**config.mk**
```make
export PLATFORM = sky130hd
export DESIGN_NAME = game_control_flat
export DESIGN_NICKNAME = d
export VERILOG_FILES = /design/src/rtl/game_pkg.sv /design/src/rtl/game_control_if.sv /design/src/rtl/game_control.sv /design/src/flat_wrapper.sv
export SDC_FILE = /design/constraint.sdc
export NUM_CORES = 1
export LEC_CHECK = 0
export ABC_AREA = 0
export BUFFER_PORTS_ARGS = -buffer_cell sky130_fd_sc_hd__buf_2
export CAP_MARGIN = 30
export CORE_UTILIZATION = 47
export CTS_CLUSTER_DIAMETER = 100
export DETAILED_ROUTE_END_ITERATION = 10
export GPL_TIMING_DRIVEN = 1
export HOLD_SLACK_MARGIN = 0.02
export PLACE_DENSITY = 0.84
export SLEW_MARGIN = 5
export SYNTH_ARGS = -nofsm -noshare
export SYNTH_HDL_FRONTEND = slang
export SYNTH_SLANG_ARGS = --single-unit
```
**constraint.sdc**
```tcl
create_clock -name clk -period 1.85 [get_ports clk]
set_input_delay 0.2775 -clock clk [delete_from_list [all_inputs] [get_ports clk]]
set_output_delay 0.2775 -clock clk [all_outputs]
set_load 0.02 [all_outputs]
```
**src/rtl/game_pkg.sv**
```systemverilog
// Shared definitions for the maze-game controller and its datapath.
//   state_t          : controller state encoding (also exported for debug)
//   NONE..DOWN       : decoded key / move codes
//   SEL_INIT/INC/DEC : position-register select codes
//   is_move()        : true for the four direction codes; anything else is "none"
package game_pkg;

    typedef enum logic [3:0] {
        S_IDLE  = 4'd0,
        S_INIT  = 4'd1,
        S_DRAW0 = 4'd2,
        S_KEY   = 4'd3,
        S_DEC   = 4'd4,
        S_OBS   = 4'd5,
        S_WAIT  = 4'd6,
        S_CHK   = 4'd7,
        S_ERASE = 4'd8,
        S_STEP  = 4'd9,
        S_DRAW  = 4'd10,
        S_HOLD  = 4'd11,
        S_OVER  = 4'd12
    } state_t;

    localparam logic [2:0] NONE  = 3'd0;
    localparam logic [2:0] LEFT  = 3'd1;
    localparam logic [2:0] RIGHT = 3'd2;
    localparam logic [2:0] UP    = 3'd3;
    localparam logic [2:0] DOWN  = 3'd4;

    localparam logic [1:0] SEL_INIT = 2'd0;
    localparam logic [1:0] SEL_INC  = 2'd1;
    localparam logic [1:0] SEL_DEC  = 2'd2;

    function automatic logic is_move(input logic [2:0] m);
        return (m == LEFT) || (m == RIGHT) || (m == UP) || (m == DOWN);
    endfunction

endpackage

```
**src/rtl/game_control_if.sv**
```systemverilog
// Signal bundle between the game controller and its datapath.
//   Datapath -> controller : start, move, obs_block, timer_done, at_goal
//   Controller -> datapath : position/key/obstacle/timer enables and selects,
//                            VGA plot strobe and colour selects, busy, game_over
//   state                  : current controller state, for debug and checkers
// All signals are single-cycle levels sampled on the rising clock edge; there
// is no valid/ready handshake -- the controller owns the sequencing and the
// datapath simply obeys the enables it sees in each cycle.
interface game_control_if;
    import game_pkg::*;

    logic       start;
    logic [2:0] move;
    logic       obs_block;
    logic       timer_done;
    logic       at_goal;

    logic       en_xpos;
    logic       en_ypos;
    logic [1:0] s_xpos;
    logic [1:0] s_ypos;
    logic       en_key;
    logic       s_key;
    logic       en_obs;
    logic [2:0] s_obs;
    logic       plot;
    logic       s_color;
    logic       trail;
    logic       en_timer;
    logic       s_timer;
    logic       en_t;
    logic       s_t;
    logic       busy;
    logic       game_over;
    state_t     state;

    // Datapath side.
    modport master (
        output start, move, obs_block, timer_done, at_goal,
        input  en_xpos, en_ypos, s_xpos, s_ypos, en_key, s_key, en_obs, s_obs,
               plot, s_color, trail, en_timer, s_timer, en_t, s_t, busy,
               game_over, state
    );

    // Controller side.
    modport slave (
        input  start, move, obs_block, timer_done, at_goal,
        output en_xpos, en_ypos, s_xpos, s_ypos, en_key, s_key, en_obs, s_obs,
               plot, s_color, trail, en_timer, s_timer, en_t, s_t, busy,
               game_over, state
    );

endinterface

```
**src/rtl/game_control.sv**
```systemverilog
// Maze-game controller: Moore FSM that sequences key capture, obstacle lookup,
// erase/step/redraw of the player and the step-delay hold.
//   clk     : system clock, rising edge
//   resetn  : asynchronous active-low reset (forces S_IDLE, all outputs 0)
//   bus     : game_control_if.slave -- datapath inputs and control outputs
//   MEM_LAT : obstacle-memory read latency in cycles, 1..3
// An accepted key reaches S_STEP 4+MEM_LAT cycles after S_KEY:
// KEY, DEC, OBS(+WAITs), CHK, ERASE, STEP.
module game_control
    import game_pkg::*;
#(
    parameter int MEM_LAT = 1
) (
    input  logic          clk,
    input  logic          resetn,
    game_control_if.slave bus
);

    // Last value of the latency counter before the memory data is valid.
    localparam logic [1:0] LAT_LAST = 2'(MEM_LAT - 1);

    state_t     state_q, state_d;
    logic [1:0] lat_q, lat_d;
    logic [2:0] move_q, move_d;

    always_comb begin : next_state
        state_d = state_q;
        lat_d   = lat_q;
        move_d  = move_q;
        unique case (state_q)
            S_IDLE:  if (bus.start) state_d = S_INIT;
            S_INIT:  state_d = S_DRAW0;
            S_DRAW0: state_d = S_KEY;
            S_KEY:   state_d = S_DEC;
            S_DEC: begin
                if (is_move(bus.move)) begin
                    state_d = S_OBS;
                    lat_d   = 2'd0;
                    move_d  = bus.move;   // step direction used later in S_STEP
                end else begin
                    state_d = S_KEY;
                end
            end
            // S_OBS is the first cycle after the address load; S_WAIT pads
            // out the remaining memory latency.
            S_OBS, S_WAIT: begin
                if (lat_q == LAT_LAST) begin
                    state_d = S_CHK;
                    lat_d   = 2'd0;
                end else begin
                    state_d = S_WAIT;
                    lat_d   = lat_q + 2'd1;
                end
            end
            S_CHK:   state_d = bus.obs_block ? S_KEY : S_ERASE;
            S_ERASE: state_d = S_STEP;
            S_STEP:  state_d = S_DRAW;
            S_DRAW:  state_d = S_HOLD;
            S_HOLD: begin
                if (bus.at_goal)         state_d = S_OVER;
                else if (bus.timer_done) state_d = S_KEY;
            end
            S_OVER:  if (bus.start) state_d = S_INIT;
            default: state_d = S_IDLE;
        endcase
    end

    always_ff @(posedge clk or negedge resetn) begin
        if (!resetn) begin
            state_q <= S_IDLE;
            lat_q   <= 2'd0;
            move_q  <= NONE;
        end else begin
            state_q <= state_d;
            lat_q   <= lat_d;
            move_q  <= move_d;
        end
    end

    always_comb begin : outputs
        bus.en_xpos   = 1'b0;
        bus.en_ypos   = 1'b0;
        bus.s_xpos    = SEL_INIT;
        bus.s_ypos    = SEL_INIT;
        bus.en_key    = 1'b0;
        bus.s_key     = 1'b0;
        bus.en_obs    = 1'b0;
        bus.s_obs     = NONE;
        bus.plot      = 1'b0;
        bus.s_color   = 1'b0;
        bus.trail     = 1'b0;
        bus.en_timer  = 1'b0;
        bus.s_timer   = 1'b0;
        bus.busy      = (state_q != S_IDLE) && (state_q != S_OVER);
        bus.game_over = (state_q == S_OVER);
        bus.state     = state_q;
        // Game clock runs in every in-game state after S_INIT cleared it.
        bus.en_t      = bus.busy;
        bus.s_t       = bus.busy && (state_q != S_INIT);

        unique case (state_q)
            S_INIT: begin
                bus.en_xpos  = 1'b1;
                bus.en_ypos  = 1'b1;
                bus.en_key   = 1'b1;
                bus.en_timer = 1'b1;
            end
            S_DRAW0: begin
                bus.plot    = 1'b1;
                bus.s_color = 1'b1;
            end
            S_KEY: begin
                bus.en_key = 1'b1;
                bus.s_key  = 1'b1;
            end
            S_DEC: begin
                if (is_move(bus.move)) begin
                    bus.en_obs = 1'b1;
                    bus.s_obs  = bus.move;
                end
            end
            S_ERASE: begin
                bus.plot  = 1'b1;
                bus.trail = 1'b1;
            end
            S_STEP: begin
                unique case (move_q)
                    LEFT:  begin bus.en_xpos = 1'b1; bus.s_xpos = SEL_DEC; end
                    RIGHT: begin bus.en_xpos = 1'b1; bus.s_xpos = SEL_INC; end
                    UP:    begin bus.en_ypos = 1'b1; bus.s_ypos = SEL_DEC; end
                    DOWN:  begin bus.en_ypos = 1'b1; bus.s_ypos = SEL_INC; end
                    default: ;
                endcase
            end
            S_DRAW: begin
                bus.plot    = 1'b1;
                bus.s_color = 1'b1;
            end
            S_HOLD: begin
                // Count while waiting; the cycle timer_done is seen restarts it.
                bus.en_timer = 1'b1;
                bus.s_timer  = ~bus.timer_done;
            end
            default: ;
        endcase
    end

endmodule

```
**src/flat_wrapper.sv**
```systemverilog
// flat-port wrapper written by rule: the top's interface ports become plain ports
module game_control_flat import game_pkg::*;
#(
    parameter int MEM_LAT = 1
)
  (clk, resetn, bus_start, bus_move, bus_obs_block, bus_timer_done, bus_at_goal, bus_en_xpos, bus_en_ypos, bus_s_xpos, bus_s_ypos, bus_en_key, bus_s_key, bus_en_obs, bus_s_obs, bus_plot, bus_s_color, bus_trail, bus_en_timer, bus_s_timer, bus_en_t, bus_s_t, bus_busy, bus_game_over, bus_state);
  game_control_if bus_i ();
  input  logic clk;
  input  logic resetn;
  input wire logic [$bits(bus_i.start)-1:0] bus_start;
  input wire logic [$bits(bus_i.move)-1:0] bus_move;
  input wire logic [$bits(bus_i.obs_block)-1:0] bus_obs_block;
  input wire logic [$bits(bus_i.timer_done)-1:0] bus_timer_done;
  input wire logic [$bits(bus_i.at_goal)-1:0] bus_at_goal;
  output wire logic [$bits(bus_i.en_xpos)-1:0] bus_en_xpos;
  output wire logic [$bits(bus_i.en_ypos)-1:0] bus_en_ypos;
  output wire logic [$bits(bus_i.s_xpos)-1:0] bus_s_xpos;
  output wire logic [$bits(bus_i.s_ypos)-1:0] bus_s_ypos;
  output wire logic [$bits(bus_i.en_key)-1:0] bus_en_key;
  output wire logic [$bits(bus_i.s_key)-1:0] bus_s_key;
  output wire logic [$bits(bus_i.en_obs)-1:0] bus_en_obs;
  output wire logic [$bits(bus_i.s_obs)-1:0] bus_s_obs;
  output wire logic [$bits(bus_i.plot)-1:0] bus_plot;
  output wire logic [$bits(bus_i.s_color)-1:0] bus_s_color;
  output wire logic [$bits(bus_i.trail)-1:0] bus_trail;
  output wire logic [$bits(bus_i.en_timer)-1:0] bus_en_timer;
  output wire logic [$bits(bus_i.s_timer)-1:0] bus_s_timer;
  output wire logic [$bits(bus_i.en_t)-1:0] bus_en_t;
  output wire logic [$bits(bus_i.s_t)-1:0] bus_s_t;
  output wire logic [$bits(bus_i.busy)-1:0] bus_busy;
  output wire logic [$bits(bus_i.game_over)-1:0] bus_game_over;
  output wire logic [$bits(bus_i.state)-1:0] bus_state;
  assign bus_i.start = bus_start;
  assign bus_i.move = bus_move;
  assign bus_i.obs_block = bus_obs_block;
  assign bus_i.timer_done = bus_timer_done;
  assign bus_i.at_goal = bus_at_goal;
  assign bus_en_xpos = bus_i.en_xpos;
  assign bus_en_ypos = bus_i.en_ypos;
  assign bus_s_xpos = bus_i.s_xpos;
  assign bus_s_ypos = bus_i.s_ypos;
  assign bus_en_key = bus_i.en_key;
  assign bus_s_key = bus_i.s_key;
  assign bus_en_obs = bus_i.en_obs;
  assign bus_s_obs = bus_i.s_obs;
  assign bus_plot = bus_i.plot;
  assign bus_s_color = bus_i.s_color;
  assign bus_trail = bus_i.trail;
  assign bus_en_timer = bus_i.en_timer;
  assign bus_s_timer = bus_i.s_timer;
  assign bus_en_t = bus_i.en_t;
  assign bus_s_t = bus_i.s_t;
  assign bus_busy = bus_i.busy;
  assign bus_game_over = bus_i.game_over;
  assign bus_state = bus_i.state;
  game_control #(.MEM_LAT(MEM_LAT)) u_core (.clk(clk), .resetn(resetn), .bus(bus_i));
endmodule
```
==> results of run 1 <==
-- cell families (layout without fill, tap and decap cells) --
group	after synthesis	after routing	share of synthesized area, %
AND/OR/NAND/NOR	47	47	32.5
AO/OA/AOI/OAI	29	29	24.6
buffers and inverters	16	63	9.05
flip-flops	9	9	26.7
XOR/XNOR	4	4	4.16
adder cells (fa/ha/maj)	2	2	2.97
-- what timing repair did --
| action | in CTS | in global routing |
|---|---|---|
| gates resized for setup | 11 | 23 |
| endpoints found under the hold margin | 9 | 0 |
| hold buffers | 1 | 0 |
| buffers inserted | 7 | 5 |
| setup endpoints to repair | 9 | 15 |
| pin swaps | 1 | 4 |
| gates cloned | 1 | 0 |
-- worst max-delay path by stage --
stage	from	slack (ns)	cells after the start	end
finish	u_core.bus.state[0]	-0.08	5	bus_s_xpos[1]
global placement	u_core.bus.state[1]	0.17	3	bus_s_obs[2]
floorplan	u_core.bus.state[2]	-0.13	4	bus_s_xpos[0]
global route	u_core.bus.state[0]	-0.15	5	bus_s_xpos[1]
CTS	u_core.bus.state[2]	-0.02	4	bus_en_xpos
detailed placement	u_core.bus.state[1]	0.13	3	bus_s_obs[2]
-- area by class of cell --
class                           instances  share of cell area (%)
Timing Repair Buffer                   53                    27.7
Multi-Input combinational cell         82                    48.4
Inverter                                6                    1.74
Clock buffer                            4                    2.03
Tap cell                               24                    2.33
Sequential cell                         9                    17.7
-- worst max-delay path, delay by kind of cell, from the launching register on --
family                 cells  cell delay (ns)
and+or+nand+nor            3             0.66
DFF                        1             0.39
buffers and inverters      2             0.34
-- flip-flops by register name (all words and copies together) (netlist names) --
register          flops
u_core.lat_q          2
u_core.bus.state      4
u_core.move_q         3
-- power groups by stage --
| stage | Sequential, mW | Combinational [mW] | Clock [mW] |
|---|---|---|---|
| final | 0.335 | 1.45 | 0.145 |
| after floorplan | 0.336 | 0.765 | 0 |
| after CTS | 0.311 | 1.20 | 0.150 |
| after global placement | 0.303 | 1.04 | 0 |
| after global routing | 0.340 | 1.54 | 0.162 |
| after detailed placement | 0.307 | 1.07 | 0 |
-- per-stage QoR --
| step | TNS (ns) | utilization, % | instances | setup slack [ns] | hold WS (ns) |
|---|---|---|---|---|---|
| 6_report | -0.158 | 81.0 | 178 | -0.0780 | 0.281 |
| 5_1_grt | -0.572 | 81.0 | 178 | -0.146 | 0.291 |
| 4_1_cts | -0.0353 | 72.8 | 173 | -0.0157 | 0.282 |
| 3_5_place_dp | 0 | 65.0 | 160 | 0.131 | 0.135 |
| 3_3_place_gp | 0 | 65.0 | 160 | 0.170 | 0.130 |
| 2_1_floorplan | -0.494 | - | 107 | -0.131 | -0.0181 |
-- per-layer routing --
layer	share of wire [%]	wire [um]
met2	49	1400
met3	7.8	223
met1	39	1110
met5	0	0
met4	4.4	127
-- cells in the final DEF, fill, tap and decap left out, types with 2 or more instances in the layout --
cell type / synthesis / layout
nand2b_1: 7 / 6
buf_2: 4 / 26
o21ai_0: 5 / 5
ha_1: 2 / 2
a311o_1: 2 / 2
a21oi_1: 5 / 5
buf_6: 1 / 6
dfrtp_1: 9 / 6
inv_2: 0 / 2
nor3b_1: 3 / 3
xor2_1: 2 / 2
a2bb2oi_1: 2 / 2
clkbuf_4: 0 / 3
and3_1: 5 / 5
nor3_1: 7 / 3
nor2_1: 11 / 11
xnor2_1: 2 / 2
dfrtp_2: 0 / 3
o21ai_1: 2 / 2
nor3_2: 0 / 3
o22ai_1: 2 / 2
inv_1: 6 / 4
nand2_1: 3 / 2
buf_4: 1 / 20
==> metrics.txt, run 1 <==
share of cells above drive strength 1=48.7%; sequence of cells on the critical path=buf_6, nand2b_4, or3_4, nor3_2, buf_4; status=finished with violations; Switching Fraction=just under 50%; fin. max-slew vios=0; Clk pwr share=7.5%; Final GP Congestion=0.841; Crit. End Element=output pin; endpoints failing hold=0; final setup margin=-0.0780 ns; crit-path max cell delay=0.42 ns; CTS sink cnt=9; Worst-Margin Slew=0.435 ns; area leader, netlist=dfrtp_1; Die Y=~44 um; number of enable flip-flop cells after synthesis=0; share of the synthesized area in the top cell type=26.7%; worst IR drop on VDD=between 0.9 and 1 mV; synthesized area=about 840 sq um; Period Utilization, post-route=104%; leak pwr=0.604 nW; WL final=2.85 mm; I/O Pins=34; post-synthesis average cell area=7.88 sq um; Core ar.=1590 sq um; Final HPWL DP=1.63 mm; Unique masters post-synth=43; clock-pin slew on the worst setup and hold paths=around 0.060 ns; P_int=0.981 mW; Slowest-stage cell, CP=or3_4; multi-input logic area=around 630 sq um; register bit total from synthesis=9; first-pass GRT wire length=just under 4 mm; largest net degree at the start of global routing=18; total track usage=about 27%; asr flop ratio synth=100%; number of fill cells=87; Comb pwr share=~75%; total gr overflow=0; total power=1.93 mW; Max Fclk=519 MHz; syn nets=roughly 120; drt pass-1 iters=4; Crit Path Category=flop to output pin; Max Cap Viol=0; Detail Route Antenna Nets=0; die area=1970 sq um; reg2reg start=u_core.bus.state[3]; CTS max path bufs=2; met2 Use GR=44.4%; post-synthesis sequential area ratio=around a quarter; sequential cell area=229 sq um; dpl cell area=1040 sq um; vias in the first global route=920; Gate Count Post-Synth=107; initial antenna violation count=0; TritonCTS Buffers=3; Ys Warns=0; Finished Cell Area=1290 sq um; IO Port Bufs=33; Primary FF master, synth=dfrtp_1; most frequent cells after synthesis=nor2_1 (11), dfrtp_1 (9), nand2b_1 (7), nor3_1 (7), inv_1 (6); clock skew=0.00400 ns; hold worst-path end=u_core.move_q[1]; Slew HR=70.8%; Starting DRT DRC Count=between 40 and 50; Worst Path Arrival=1.65 ns; Sw Pwr=~0.95 mW; crit path time final=a little under 2 ns; CP Data Required Time=about 1.6 ns; RSZ-0062 raised after global routing=yes; worst skew pair latency=approximately 0.26 ns; row count=14; largest cells by area after synthesis=dfrtp_1 (27%), nand2b_1 (5.2%), nor2_1 (4.9%); PD cells=between 1000 and 1500 nW/um^2; GR Layer Usage met3=roughly 5.3%; worst hold path class=input port to flop; CP max FO=5; final setup fails=5; number of remaining DRC errors=0; WL/cell=16.0 um; clk root buf=clkbuf_4; GR Util met1=between 30 and 40%; vias=about 1100; Antenna Cells=0; reg2reg path depth=4; synth-to-layout area growth=53.1%; Seq pwr share=about 17%; most numerous cell in the Yosys netlist=nor2_1; gr busiest metal=met2; hold_sp=bus_move[2]; end of the worst register-to-register path=u_core.move_q[0]; final net count=about 170; H-tree Lvls=1; TritonCTS clock tree=done; failing checks=negative setup slack; Hold Crit Depth=2; chip width=44.4 um; reg2reg setup slack=0.25 ns; CP startpoint kind=flop; Starting Density=a little over half; drt via density=5.93
(Power assumes the default switching activity.)
==> run 2, diff against run 1 <==
--- a/config.mk
+++ b/config.mk
@@ -11,7 +11,7 @@
 export CORE_UTILIZATION = 47
 export CTS_CLUSTER_DIAMETER = 100
 export DETAILED_ROUTE_END_ITERATION = 10
-export GPL_TIMING_DRIVEN = 1
+export GPL_TIMING_DRIVEN = 0
 export HOLD_SLACK_MARGIN = 0.02
 export PLACE_DENSITY = 0.84
 export SLEW_MARGIN = 5
==> run 2 against run 1 <==
  * The run still ends with negative setup slack left
  * Critical endpoint unchanged
  * Setup slack worse by 0.057 ns
  * Largest cell class unchanged
  * First-iteration DRC count is 24% lower
  * Final cell count is 3.9% higher
  * Combinational power hardly changed
  * Global-route usage is 0.43 points higher
  * Power is 0.33% lower
  * Hold slack worse by 0.0044 ns
  * Critical path depth stayed put
  * Register-to-register slack worse by 0.04 ns
  * Die area stayed put
==> metrics.txt, run 2 (same netlist as run 1, synthesis figures left out) <==
final setup fails=5; WL final=2.84 mm; CP startpoint kind=flop; CP Data Required Time=1.57 ns; total power=1.92 mW; number of fill cells=94; Worst Path Arrival=approximately 1.7 ns; Max Cap Viol=0; top sig layer=met4; Max Fclk=504 MHz; Worst-Margin Slew=0.702 ns; hold slack=0.277 ns; Slowest-stage cell, CP=or3_4; end of the worst register-to-register path=u_core.move_q[0]; chip width=44.4 um; vias in the first global route=899; largest net degree at the start of global routing=11; Final HPWL DP=roughly 1.6 mm; drt via density=between 5 and 6; H-tree Lvls=1; final net count=173; Starting Density=a little over half; Crit. End Element=output pin; CTS max path bufs=2; clock skew=0.00526 ns; pre-CTS WS=-0.00626 ns; worst hold path class=input port to flop; most frequent cells in the layout=buf_4 (25), buf_2 (25), nor2_1 (9); multi-input logic area=approximately 620 sq um; vias=1073; share of cells above drive strength 1=49.7%; leak pwr=0.644 nW; reg2reg setup slack=approximately 0.21 ns; dpl cell area=around 1000 sq um; CTS sink cnt=9; crit path time final=a little under 2 ns; die area=just under 2000 sq um; placed cells=164; final core occ=83.5%; synth-to-layout area growth=57.9%; endpoints failing hold=0; Period Utilization, post-route=107%; max FFs per register=4; met3 WL=168 um; worst skew pair latency=0.27 ns; Finished Cell Area=1330 sq um; drt pass-1 iters=4; TritonCTS clock tree=done; sequential cell area=approximately 230 sq um; Crit Path Category=flop to output pin; crit-path max cell delay=0.42 ns; Core ar.=1590 sq um; hold_sp=bus_move[2]; CP Depth=5; Starting DRT DRC Count=34; initial antenna violation count=0; I/O Pins=34; Final GP Congestion=0.884; first-pass GRT wire length=4.06 mm; crit path buf inv count=2; sequence of cells on the critical path=buf_6, nand2b_4, or3_4, nor3_2, buf_4; reg2reg start=u_core.bus.state[2]; cell family with most CP delay=simple AND/OR/NAND/NOR gates; failing checks=negative setup slack; row count=14; reg2reg path depth=5; Detail Route Antenna Nets=0; total track usage=between 20 and 30%; IO Port Bufs=33; Die Y=44.4 um; Hold Crit Depth=2; CP max FO=8; hold worst-path end=u_core.move_q[1]; clk root buf=clkbuf_4; total gr overflow=0; final setup margin=-0.135 ns; Fin Setup TNS=-0.566 ns; Slew HR=52.9%; Finished Layout Cells=185; M1 WL=1.17 mm; fin. max-slew vios=0; RSZ-0062 raised after global routing=yes; Antenna Cells=0; DR WL met2=about 1.5 mm; PD cells=approximately 1400 nW/um^2; status=finished with violations; TritonCTS Buffers=3; number of remaining DRC errors=0; worst IR drop on VDD=1.03 mV; clock-pin slew on the worst setup and hold paths=0.07 ns; WL/cell=15.3 um
[run 2: layout make-up]
cell class              count  share of cell area, %
multi-input cells          82                   46.5
well taps                  24                   2.26
plain buffers               8                   4.32
flip-flops and latches      9                   17.0
repair buffers             52                   26.1
inverters                   6                   1.69
clock inverters             1                  0.376
clock buffers               3                   1.69
[run 2: power by group]
group | switching [mW] | internal (mW)
Clock | 0.0740 | 0.0799
Sequential | 0.0612 | 0.255
Combinational | 0.805 | 0.649
[run 2: worst max-delay path by stage]
stage	startpoint	endpoint	slack (ns)
after CTS	u_core.bus.state[1]	bus_s_obs[2]	-0.21
final	u_core.bus.state[2]	bus_s_xpos[1]	-0.14
after detailed placement	u_core.bus.state[2]	bus_en_xpos	-0.006
after global placement	u_core.bus.state[2]	bus_en_xpos	0.02
after floorplan	u_core.bus.state[2]	bus_s_xpos[0]	-0.13
after global routing	u_core.bus.state[2]	bus_s_xpos[1]	-0.18
[run 2: worst reg2reg max path, stage by stage (launching register included)]
cell and delay [ns]:
dfrtp_1 0.38, buf_6 0.14, or4b_4 0.54, buf_4 0.18
a211oi_2 0.18, o22ai_1 0.10
[run 2: routing by layer]
layer / up-vias / track usage [%]
li1: 503 / -
met1: 513 / 35.3
met2: 55 / 46.8
met3: 2 / 3.67
met4: 0 / 12.1
met5: - / 0
[run 2: timing repair]
item	4_1_cts	5_1_grt
pin swaps	5	8
gates resized for setup	19	26
endpoints found under the setup margin	14	17
hold endpoints to repair	9	0
buffers inserted	6	12
hold buffers	1	0
==> run 3, diff against run 2 <==
--- a/config.mk
+++ b/config.mk
@@ -8,12 +8,12 @@
 export ABC_AREA = 0
 export BUFFER_PORTS_ARGS = -buffer_cell sky130_fd_sc_hd__buf_2
 export CAP_MARGIN = 30
-export CORE_UTILIZATION = 47
+export CORE_UTILIZATION = 51
 export CTS_CLUSTER_DIAMETER = 100
 export DETAILED_ROUTE_END_ITERATION = 10
 export GPL_TIMING_DRIVEN = 0
 export HOLD_SLACK_MARGIN = 0.02
-export PLACE_DENSITY = 0.84
+export PLACE_DENSITY = 0.9
 export SLEW_MARGIN = 5
 export SYNTH_ARGS = -nofsm -noshare
 export SYNTH_HDL_FRONTEND = slang
==> constraint.sdc (replaced) <==
create_clock -name clk -period 2.5 [get_ports clk]
set_input_delay 0.375 -clock clk [delete_from_list [all_inputs] [get_ports clk]]
set_output_delay 0.375 -clock clk [all_outputs]
set_load 0.02 [all_outputs]
==> run 3 against run 2 <==
  * The run now ends clean
  * Count of clock-buffer cells in the layout increased by 1
  * Combinational power decreased by 44%
  * Highest routed layer unchanged
  * Die area decreased by 7.5%
  * Clock power decreased by 25%
  * Via count decreased by 8.9%
  * Register-to-register slack improved by 0.67 ns
  * Sequential share of layout area increased by 4.1 points
  * Critical path depth unchanged
==> metrics.txt, run 3 (same netlist as run 1, synthesis figures left out) <==
status=complete, no violations; row count=14; Fin Setup TNS=0 ns; IO Port Bufs=33; placed cells=roughly 160; Max Cap Viol=0; I/O Pins=34; PD cells=roughly 1100 nW/um^2; reg2reg path depth=5; clock-pin slew on the worst setup and hold paths=0.06 ns; Slew HR=61.4%; dpl cell area=a little over 1000 sq um; most frequent cells in the layout=buf_2 (37), nor2_1 (11), dfrtp_1 (9); Slowest-stage cell, CP=or3_1; gr busiest metal=met2; CP max FO=9; Hold-fix buffers, CTS=1; final setup fails=0; die area=1820 sq um; total track usage=25.1%; chip width=42.7 um; Finished Layout Cells=161; drt via density=6.07; fin. max-slew vios=0; Finished Cell Area=1060 sq um; vias in the first global route=between 800 and 900; vias=977; Starting Density=55.3%; share of cells above drive strength 1=31.0%; leak pwr=0.524 nW; crit path buf inv count=2; initial antenna violation count=0; reg2reg setup slack=around 0.88 ns; Final GP Congestion=0.856; CP Data Required Time=2.12 ns; worst IR drop on VDD=0.561 mV; sequence of cells on the critical path=buf_2, nand2b_1, or3_1, nor3_1, buf_2; Worst Setup SP=u_core.bus.state[2]; max FFs per register=4; final setup margin=0.222 ns; clk root buf=clkbuf_4; worst hold path class=input port to flop; crit-path max cell delay=0.46 ns; reg2reg start=u_core.bus.state[3]; endpoints failing hold=0; end of the worst register-to-register path=u_core.bus.state[2]; most used cell, CP=buf_2; CTS resizes=0; hold_sp=bus_move[2]; CP Depth=5; GR Layer Usage met3=4.26%; Period Utilization, post-route=91.1%; Antenna Cells=0; WL/cell=13.6 um; met2 Use GR=between 30% and 40%; RSZ-0062 raised after global routing=no; final net count=157; Crit Path Category=flop to output pin; drt pass-1 iters=4; pre-CTS WS=0.542 ns; CTS max path bufs=2; largest net degree at the start of global routing=11; H-tree Lvls=1; Crit. End Element=output pin; TritonCTS clock tree=done; total power=between 1 and 1.5 mW; commonest non-fill, non-tap cell in the layout=buf_2; Worst-Margin Slew=0.578 ns; Die Y=between 40 and 50 um; Setup crit end=bus_s_xpos[0]; CTS sink cnt=9; CP startpoint kind=flop; Core ar.=1520 sq um; cell family with most CP delay=simple AND/OR/NAND/NOR gates; Max Fclk=439 MHz; clock skew=0.00190 ns; WL final=2.18 mm; number of remaining DRC errors=0; Final HPWL DP=1.63 mm; TritonCTS Buffers=3; first-pass GRT wire length=approximately 3.5 mm; Hold Crit Depth=2; Detail Route Antenna Nets=0; Starting DRT DRC Count=35; synth-to-layout area growth=26.3%; post-CTS setup buffers=0; crit path time final=2.28 ns; GR Util met1=33.9%; total gr overflow=0; Worst Path Arrival=between 1.5 and 2 ns; worst skew pair latency=0.27 ns
run 3: changes by cell type in the layout (fill, tap and decap cells not counted), moves of 2 or more:
cell | before | now
buf_2 | 25 | 37
buf_4 | 25 | 1
buf_6 | 6 | 1
clkbuf_1 | 0 | 4
clkbuf_2 | 3 | 0
inv_1 | 4 | 6
inv_2 | 2 | 0
nor2_1 | 9 | 11
nor3_1 | 4 | 7
nor3_2 | 3 | 0
run 3: layout make-up:
type	count	area [sq um]
repair buffers	34	175
flip-flops and latches	9	225
clock buffers	4	26.3
fillers	126	459
inverters	6	22.5
well taps	16	20.0
plain buffers	10	53.8
multi-input cells	82	542
run 3: layer usage:
metal / routed length, um / vias up
li1: - / 467
met1: 942 / 455
met2: 1020 / 51
met3: 175 / 4
met4: 40 / 0
met5: 0 / -
run 3: stage by stage:
stage          util (%)  hold WS [ns]
3_5_place_dp       67.5         0.230
6_report           69.9         0.366
4_1_cts            69.9         0.359
3_3_place_gp       67.5         0.227
5_1_grt            69.9         0.368
2_1_floorplan         -        0.0794
run 3: how the worst min path moves through the flow:
stage and to:
2_1_floorplan u_core.bus.state[0], 3_3_place_gp u_core.move_q[1], 3_5_place_dp u_core.move_q[0], 4_1_cts u_core.move_q[1], 5_1_grt u_core.move_q[1], 6_report u_core.move_q[1]
run 3: power by group:
group	total, mW	internal, mW	switching (mW)
Combinational	0.815	0.308	0.507
Clock	0.115	0.0617	0.0536
Sequential	0.219	0.187	0.0321
